===== config.mk =====
export PLATFORM = sky130hd
export DESIGN_NAME = uart_tx_frame
export DESIGN_NICKNAME = d
export VERILOG_FILES = /design/src/rtl/uart_tx_pkg.sv /design/src/rtl/tx_baud_counter.sv /design/src/rtl/uart_tx_frame.sv
export SDC_FILE = /design/constraint.sdc
export NUM_CORES = 1
export LEC_CHECK = 0
export BUFFER_PORTS_ARGS = -buffer_cell sky130_fd_sc_hd__buf_4
export CORE_MARGIN = 4
export CORE_UTILIZATION = 30
export DETAILED_ROUTE_END_ITERATION = 6
export GPL_ROUTABILITY_DRIVEN = 0
export PLACE_DENSITY = 0.57
export SYNTH_ARGS = -nofsm -noshare
export SYNTH_HDL_FRONTEND = slang
export SYNTH_SLANG_ARGS = --single-unit

===== constraint.sdc =====
create_clock -name CLK -period 2.6 [get_ports CLK]
set_input_delay 0.26 -clock CLK [delete_from_list [all_inputs] [get_ports CLK]]
set_output_delay 0.26 -clock CLK [all_outputs]
set_load 0.01 [all_outputs]

===== src/rtl/uart_tx_pkg.sv =====
// Shared types and constants for the UART transmit path.
package uart_tx_pkg;

  localparam int unsigned DEFAULT_DATA_WIDTH     = 8;
  localparam int unsigned DEFAULT_PRESCALE_WIDTH = 6;

  localparam logic START_BIT  = 1'b0;
  localparam logic STOP_BIT   = 1'b1;
  localparam logic IDLE_LEVEL = 1'b1;

  typedef enum logic [2:0] {
    IDLE   = 3'd0,
    START  = 3'd1,
    DATA   = 3'd2,
    PARITY = 3'd3,
    STOP   = 3'd4
  } tx_state_e;

endpackage


===== src/rtl/tx_baud_counter.sv =====
// Per-bit cycle counter and DATA bit index for the UART transmitter.
// Ports:
//   CLK, RST     clock, synchronous active-high reset
//   enable       count cycles of the current bit (frame in progress)
//   clear        restart counter and index (new frame accepted)
//   data_phase   bit index advances on bit_done_c only while high
//   p            cycles per bit, must be >= 1
//   bit_done_c   combinational pulse on the last cycle of each bit
//   bit_idx      index of the data bit currently on the line
module tx_baud_counter
  import uart_tx_pkg::*;
#(
  parameter int unsigned DATA_WIDTH     = DEFAULT_DATA_WIDTH,
  parameter int unsigned PRESCALE_WIDTH = DEFAULT_PRESCALE_WIDTH,
  localparam int unsigned IDX_W = (DATA_WIDTH > 1) ? $clog2(DATA_WIDTH) : 1
) (
  input  logic                      CLK,
  input  logic                      RST,
  input  logic                      enable,
  input  logic                      clear,
  input  logic                      data_phase,
  input  logic [PRESCALE_WIDTH-1:0] p,
  output logic                      bit_done_c,
  output logic [IDX_W-1:0]          bit_idx
);

  logic [PRESCALE_WIDTH-1:0] cnt_q;
  logic                      last_idx_c;

  // Counter wraps at p-1, so it can never overflow its width.
  assign bit_done_c = enable && (cnt_q == (p - PRESCALE_WIDTH'(1)));
  assign last_idx_c = (bit_idx == IDX_W'(DATA_WIDTH - 1));

  // Cycle counter and bit index.
  always_ff @(posedge CLK) begin
    if (RST || clear) begin
      cnt_q   <= '0;
      bit_idx <= '0;
    end else if (bit_done_c) begin
      cnt_q <= '0;
      if (data_phase) begin
        bit_idx <= last_idx_c ? '0 : bit_idx + IDX_W'(1);
      end
    end else if (enable) begin
      cnt_q <= cnt_q + PRESCALE_WIDTH'(1);
    end
  end

endmodule


===== src/rtl/uart_tx_frame.sv =====
// UART transmitter: start bit, DATA_WIDTH data bits LSB first, optional
// parity bit, stop bit; each bit held for max(prescale,1) CLK cycles.
// Ports:
//   CLK, RST    clock, synchronous active-high reset
//   P_DATA      byte to send, latched on acceptance
//   Data_Valid  request, accepted only while idle
//   PAR_EN      insert parity bit
//   PAR_TYP     0 = even, 1 = odd parity
//   prescale    CLK cycles per bit (0 treated as 1)
//   TX_OUT      registered serial line, idle high
//   Busy        registered, high for the whole frame
module uart_tx_frame
  import uart_tx_pkg::*;
#(
  parameter int unsigned DATA_WIDTH     = DEFAULT_DATA_WIDTH,
  parameter int unsigned PRESCALE_WIDTH = DEFAULT_PRESCALE_WIDTH
) (
  input  logic                      CLK,
  input  logic                      RST,
  input  logic [DATA_WIDTH-1:0]     P_DATA,
  input  logic                      Data_Valid,
  input  logic                      PAR_EN,
  input  logic                      PAR_TYP,
  input  logic [PRESCALE_WIDTH-1:0] prescale,
  output logic                      TX_OUT,
  output logic                      Busy
);

  localparam int unsigned IDX_W = (DATA_WIDTH > 1) ? $clog2(DATA_WIDTH) : 1;

  tx_state_e                 state_q, state_d;
  logic [DATA_WIDTH-1:0]     data_q;
  logic                      par_en_q;
  logic                      par_typ_q;
  logic [PRESCALE_WIDTH-1:0] prescale_q;

  logic                      tx_d;
  logic                      busy_d;
  logic                      load_c;
  logic                      bit_done_c;
  logic [IDX_W-1:0]          bit_idx;
  logic [IDX_W-1:0]          idx_next_c;
  logic                      last_bit_c;
  logic                      parity_c;
  logic [PRESCALE_WIDTH-1:0] p_eff_c;

  assign p_eff_c    = (prescale_q == '0) ? PRESCALE_WIDTH'(1) : prescale_q;
  assign parity_c   = (^data_q) ^ par_typ_q;
  assign idx_next_c = bit_idx + IDX_W'(1);
  assign last_bit_c = (bit_idx == IDX_W'(DATA_WIDTH - 1));

  tx_baud_counter #(
    .DATA_WIDTH     (DATA_WIDTH),
    .PRESCALE_WIDTH (PRESCALE_WIDTH)
  ) u_baud (
    .CLK        (CLK),
    .RST        (RST),
    .enable     (state_q != IDLE),
    .clear      (load_c),
    .data_phase (state_q == DATA),
    .p          (p_eff_c),
    .bit_done_c (bit_done_c),
    .bit_idx    (bit_idx)
  );

  // Next state plus the line level and busy flag for the next cycle.
  always_comb begin
    state_d = state_q;
    tx_d    = IDLE_LEVEL;
    load_c  = 1'b0;
    unique case (state_q)
      IDLE: begin
        if (Data_Valid) begin
          load_c  = 1'b1;
          state_d = START;
          tx_d    = START_BIT;
        end
      end
      START: begin
        tx_d = START_BIT;
        if (bit_done_c) begin
          state_d = DATA;
          tx_d    = data_q[0];
        end
      end
      DATA: begin
        tx_d = data_q[bit_idx];
        if (bit_done_c) begin
          if (!last_bit_c) begin
            tx_d = data_q[idx_next_c];
          end else if (par_en_q) begin
            state_d = PARITY;
            tx_d    = parity_c;
          end else begin
            state_d = STOP;
            tx_d    = STOP_BIT;
          end
        end
      end
      PARITY: begin
        tx_d = parity_c;
        if (bit_done_c) begin
          state_d = STOP;
          tx_d    = STOP_BIT;
        end
      end
      STOP: begin
        tx_d = STOP_BIT;
        if (bit_done_c) begin
          state_d = IDLE;
          tx_d    = IDLE_LEVEL;
        end
      end
      default: begin
        state_d = IDLE;
        tx_d    = IDLE_LEVEL;
      end
    endcase
    busy_d = (state_d != IDLE);
  end

  // State and registered outputs.
  always_ff @(posedge CLK) begin
    if (RST) begin
      state_q <= IDLE;
      TX_OUT  <= IDLE_LEVEL;
      Busy    <= 1'b0;
    end else begin
      state_q <= state_d;
      TX_OUT  <= tx_d;
      Busy    <= busy_d;
    end
  end

  // Frame settings captured at acceptance; later input changes are ignored.
  always_ff @(posedge CLK) begin
    if (RST) begin
      data_q     <= '0;
      par_en_q   <= 1'b0;
      par_typ_q  <= 1'b0;
      prescale_q <= '0;
    end else if (load_c) begin
      data_q     <= P_DATA;
      par_en_q   <= PAR_EN;
      par_typ_q  <= PAR_TYP;
      prescale_q <= prescale;
    end
  end

endmodule

==> run_results.csv, run 1 <==
group,metric,value,unit
logic_synthesis,syn-instance-count,212,
logic_synthesis,synth_seq_cells,30,
flow_run,drv_cap,0,
grt,track_usage,11.7,%
setup_path,crit_family,"simple AND/OR/NAND/NOR gates",
clock_tree,clock_latency,290,ps
grt,grt_pass1_wl,6.73,mm
drt,drt_first_pass_iters,4,
clock_tree,cts_tree,"done",
timing,hold_viol_final,0,
setup_path,reg2reg_to,"u_baud.bit_idx[1]",
setup_path,worstPathArrival,2610,ps
status,status,"complete, no violations",
finish,instances_no_fill,306,
floorplanning,initial_utilization,30.8,%
timing,finClkSkew,7.38,ps
setup_path,rr_startpoint,"prescale_q[1]",
pwr,p_per_area,666,mW/mm2
hold_path,hold_path.class,"in -> reg",
setup_path,rrSetupSlack,210,ps
logic_synthesis,ys_types,44,
logic_synthesis,syn-cell-area,0.00170,mm2
drt,drt-wirelength-per-cell,12.2,um
setup_path,cp_slowest_cell,"or4_4",
setup_path,cp_max_fo,17,
clock_tree,cts_root_buffer,"clkbuf_8",
placement,pre_cts_ws,162,ps
drt,wirelength,3.73,mm
grt,use_met3,4.17,%
timing,setup_slack,209,ps
setup_path,max_stage_delay,640,ps
grt,grt_max_degree,23,
timing,final.setup.tns,0,ps
drt,drt_iter0_drc,99,
grt,antenna_found_initial,0,
drt,detail-route-antenna-nets,0,
logic_synthesis,synth_nets,234,
grt,grt_pass1_vias,1437,
floorplanning,dieArea,0.00693,mm2
floorplanning,die_h,83.2,um
setup_path,cp_num_cells,6,
clock_tree,cts.clk_slew.worst_paths,70,ps
placement,dp_cells,298,
placement,place_hpwl,2.67,mm
placement,place_area,0.00193,mm2
finish,utilization,37.3,%
floorplanning,core.rowCount,27,
clock_tree,cts_made_buffers,5,
pwr,vdd_ir_drop_max,0.318,mV
clock_tree,cts_buffer_depth,2,
finish,n_antenna_cell,0,
floorplanning,die-width,83.2,um
clock_tree,postCtsHoldBufs,0,
finish,drive_above_1_share,18.8,%
grt,met2_usage,17.7,%
clock_tree,postCtsSetupBuffers,0,
setup_path,critical_path.cell_chain,"nor4_4 -> a211oi_1 -> o22a_1 -> or4_4 -> or4b_1 -> a21oi_1",
finish,nets,255,
clock_tree,cts.sinks,30,
drt,post-route-drc-count,0,
setup_path,crit_end,"u_baud.bit_idx[1]",
timing,max_freq,418,MHz
finish,final_cell_area,0.00205,mm2
grt,busiest_layer,"met2",
setup_path,crit_path_end_kind,"register",
grt,overflow,0,
drt,vias,1526,
timing,relSlewSlack,77.3,%
timing,worstMarginPinSlew,340,ps
timing,period_share,91.9,%
setup_path,startpoint,"prescale_q[1]",
placement,portBuffers,20,
clock_tree,htree_levels,2,
floorplanning,coreArea,0.00551,mm2
pwr,static-leakage-power,0.793,nW
floorplanning,io_pins,21,
setup_path,rr_worst_depth,6,
finish,area_growth,21.0,%
timing,setup_viol,0,
logic_synthesis,ys_warn_count,0,
timing,finalMaxSlewViolations,0,
drt,via_per_inst,4.99,
setup_path,crit_buf_inv,0,
timing,min_period,2390,ps
logic_synthesis,seq_area_frac_synth,35.4,%
setup_path,cp-start-kind,"register",
grt,globalRouteMet1Util,15.5,%
setup_path,critPathRequiredTime,2820,ps
clock_tree,cts-resized-gates,0,
setup_path,critPathKind,"reg -> reg",
timing,rsz0062_at_grt,"false",
logic_synthesis,synth_area_per_cell,8.01,um2
worst min-delay path by stage:
| stage | from | endpoint | slack (ps) | cells past startpoint |
|---|---|---|---|---|
| final | PAR_TYP | par_typ_q | 210 | 3 |
| after global routing | prescale[3] | prescale_q[3] | 220 | 3 |
| after CTS | PAR_TYP | par_typ_q | 200 | 3 |
| after detailed placement | par_typ_q | par_typ_q | 470 | 2 |
| after global placement | par_typ_q | par_typ_q | 460 | 2 |
| after floorplan | PAR_TYP | par_typ_q | 400 | 2 |
per-stage QoR:
step / hold slack [ps] / power (mW)
3_3_place_gp: 461 / 0.906
6_report: 214 / 1.37
2_1_floorplan: 396 / 0.810
3_5_place_dp: 470 / 0.908
5_1_grt: 218 / 1.46
4_1_cts: 204 / 1.38
registers in the layout, summed over array words and instances, names as in the netlist:
| register | flops |
|---|---|
| par_typ_q | 1 |
| par_en_q | 1 |
| data_q | 8 |
| Busy | 1 |
| u_baud.bit_idx | 3 |
| TX_OUT | 1 |
| state_q | 3 |
| u_baud.cnt_q | 6 |
| prescale_q | 6 |
power by group:
part / internal, mW / switching [mW] / total [mW]
Combinational: 0.176 / 0.183 / 0.359
Sequential: 0.497 / 0.0461 / 0.543
Clock: 0.282 / 0.184 / 0.466
worst reg2reg max path: cells and delay by family, from the launching register on:
kind            cells  cell delay, ps
compound gates      3             470
flops               1             370
simple gates        3            1490
placed cells by master (no fill, tap or decap), types with 5 or more instances in the layout:
cell	count
nor2_1	6
nand3_1	6
nor3_1	5
nand2b_1	5
o21ai_0	9
nand2_1	47
nor2b_1	6
buf_4	26
clkbuf_8	5
a21oi_1	29
dfxtp_1	30
Yosys cell counts, drive strengths merged:
cell | instances | share of area [%]
nand2 | 47 | 10
dfxtp | 30 | 35
a21oi | 29 | 8.5
clkbuf | 10 | 2.2
o21ai | 9 | 2.7
nand3 | 6 | 1.8
nor2 | 6 | 1.3
nor2b | 6 | 2.2
nand2b | 5 | 1.8
nor3 | 5 | 1.5
mux4 | 4 | 5.3
or4 | 4 | 2.0
xnor2 | 4 | 2.1
xor2 | 4 | 2.1
a31oi | 3 | 1.1
ha | 3 | 2.2
inv | 3 | 0.66
nor3b | 3 | 1.3
nor4 | 3 | 1.1
a211o | 2 | 1.1
buf | 2 | 0.88
mux2i | 2 | 1.2
o211ai | 2 | 0.88
or2 | 2 | 0.74
or3 | 2 | 1.0
or3b | 2 | 1.0
a211oi | 1 | 0.44
a21o | 1 | 0.44
a311o | 1 | 0.59
and2 | 1 | 0.37
and2b | 1 | 0.44
and3 | 1 | 0.37
nand3b | 1 | 0.44
o211a | 1 | 0.59
o21a | 1 | 0.44
o22a | 1 | 0.52
o31ai | 1 | 0.44
o32ai | 1 | 0.52
or4b | 1 | 0.59
xnor3 | 1 | 1.3
logic make-up after synthesis:
family	Yosys count	share of synthesized area, %
and+or+nand+nor	96	28.4
buffers and inverters	15	3.76
DFF	30	35.4
xor gates and xnor gates	9	5.45
adders and majority gates	3	2.21
AOI/OAI and AO/OA	53	18.3
muxes	6	6.49
layer usage:
metal | wire (um) | up-vias
met2 | 1600 | 32
li1 | - | 787
met5 | 0 | -
met3 | 201 | 6
met1 | 1870 | 701
met4 | 55 | 0
cell type report:
| type | instances | area, um2 |
|---|---|---|
| well taps | 72 | 90.1 |
| flip-flops and latches | 30 | 601 |
| clock buffers | 5 | 68.8 |
| inverters | 3 | 11.3 |
| multi-input cells | 167 | 1050 |
| fillers | 551 | 3450 |
| repair buffers | 26 | 195 |
| clock inverters | 3 | 40.0 |
Power figures use the tool's default switching activity.
==> inputs of run 2 (changes only) <==
- CELL_PAD_IN_SITES_DETAIL_PLACEMENT: not set -> 1
- CELL_PAD_IN_SITES_GLOBAL_PLACEMENT: not set -> 2
- PLACE_DENSITY: 0.57 -> 0.81
==> run 2 against run 1 <==
Design area shrank 1.3%. Sequential power barely moved. Setup slack got worse by 23 ps. Hold slack improved by 12 ps. Utilization is 0.48 points lower. Clock skew is 3.4 ps higher. Non-clock buffer count is the same. Via count grew 0.66%.
==> run_results.csv, run 2 (synthesis gave the netlist of run 1 again) <==
group,metric,value,unit
clock_tree,cts_made_buffers,5,
drt,detail-route-antenna-nets,0,
timing,max_freq,414,MHz
setup_path,cp-start-kind,"register",
placement,place_area,0.00193,mm2
clock_tree,cts.sinks,30,
finish,final_cell_mix,"47 x nand2_1, 30 x dfxtp_1, 29 x a21oi_1",
drt,wl_met3,121,um
drt,wirelength,4.05,mm
drt,drt-wirelength-per-cell,13.2,um
clock_tree,cts_root_buffer,"clkbuf_8",
drt,dr_wl_met2,1.73,mm
finish,regArea,601,um2
finish,nets,255,
grt,antenna_found_initial,0,
placement,pre_cts_ws,91.8,ps
floorplanning,core.rowCount,27,
setup_path,worstPathArrival,2620,ps
floorplanning,initial_utilization,30.8,%
timing,hold_ws,226,ps
setup_path,crit_path_end_kind,"register",
flow_run,drv_cap,0,
finish,drive_above_1_share,18.4,%
clock_tree,postCtsHoldBufs,0,
timing,hold_viol_final,0,
placement,portBuffers,20,
timing,rsz0062_at_grt,"false",
timing,finClkSkew,10.8,ps
finish,final_common_cell,"nand2_1",
hold_path,hold_path.class,"in -> reg",
setup_path,cp_max_fo,15,
grt,track_usage,12.6,%
finish,top_regs,"data_q x8, prescale_q x6, u_baud.cnt_q x6",
grt,overflow,0,
timing,setup_slack,186,ps
drt,wl_met1,2.15,mm
setup_path,critPathRequiredTime,2810,ps
finish,area_growth,19.5,%
finish,utilization,36.8,%
clock_tree,cts_tree,"done",
drt,vias,1536,
clock_tree,cts.clk_slew.worst_paths,70,ps
grt,grt_pass1_wl,7.12,mm
timing,worstMarginPinSlew,358,ps
clock_tree,htree_levels,2,
finish,largest_register,"data_q",
timing,finalMaxSlewViolations,0,
pwr,power,1.29,mW
drt,top_layer,"met4",
floorplanning,dieArea,0.00693,mm2
finish,n_antenna_cell,0,
timing,setup_viol,0,
finish,final_cell_area,0.00203,mm2
finish,fillers,679,
grt,grt_pass1_vias,1491,
finish,multi_input_area,0.00104,mm2
pwr,vdd_ir_drop_max,0.347,mV
clock_tree,cts_buffer_depth,2,
status,status,"complete, no violations",
clock_tree,postCtsSetupBuffers,0,
grt,grt_max_degree,23,
finish,instances_no_fill,306,
drt,via_per_inst,5.02,
setup_path,critPathKind,"reg -> reg",
pwr,static-leakage-power,0.780,nW
drt,drt_iter0_drc,58,
floorplanning,die_h,83.2,um
placement,place_hpwl,3.03,mm
drt,post-route-drc-count,0,
floorplanning,die-width,83.2,um
timing,min_period,2410,ps
clock_tree,clock_latency,280,ps
timing,period_share,92.8,%
drt,drt_first_pass_iters,4,
finish,largest_reg_flops,8,
timing,final.setup.tns,0,ps
placement,dp_cells,298,
pwr,p_per_area,636,mW/mm2
floorplanning,coreArea,0.00551,mm2
floorplanning,io_pins,21,
timing,relSlewSlack,76.0,%
run 2: changes by cell type in the layout (fill, tap and decap cells not counted):
cell | before | now
bufinv_16 | 1 | 0
clkbuf_1 | 0 | 1
clkbuf_8 | 5 | 6
clkinv_2 | 2 | 1
nor4_2 | 0 | 1
nor4_4 | 1 | 0
run 2: routing by layer:
metal	vias up	GRT usage (%)
li1	793	-
met1	719	17.9
met2	19	18.4
met3	5	2.98
met4	0	4.46
met5	-	0
run 2: path summary, 6_finish.rpt:
kind | start | end | slack (ps) | cells after the start
worst min-delay path | PAR_TYP | par_typ_q | 230 | 3
worst min register to register | par_typ_q | par_typ_q | 480 | 2
worst max register to register | prescale_q[1] | u_baud.bit_idx[1] | 190 | 6
worst max-delay path | prescale_q[1] | u_baud.bit_idx[1] | 190 | 6
run 2: area by class of cell:
type,instances,share of cell area [%]
Clock inverter,1,0.247
Multi-Input combinational cell,167,51.3
Timing Repair Buffer,26,9.62
Inverter,3,0.555
Tap cell,72,4.44
Sequential cell,30,29.6
Clock buffer,7,4.26
run 2: critical path: stages (launching register included):
cell and delay (ps):
dfxtp_1 350, or3_4 410, nor4_1 200, o32ai_1 110
or4_4 640, or4b_1 500, a21oi_1 150
run 2: power breakdown:
part | switching (mW) | total (mW) | internal, mW
clock | 0.172 | 0.385 | 0.213
sequential | 0.0441 | 0.541 | 0.497
combinational | 0.191 | 0.364 | 0.173
total | 0.407 | 1.29 | 0.883
run 2: repair_timing:
| action | CTS | global route |
|---|---|---|
| setup endpoints to repair | 0 | 3 |
| hold endpoints to repair | 0 | 0 |
| gates resized for setup | 0 | 1 |
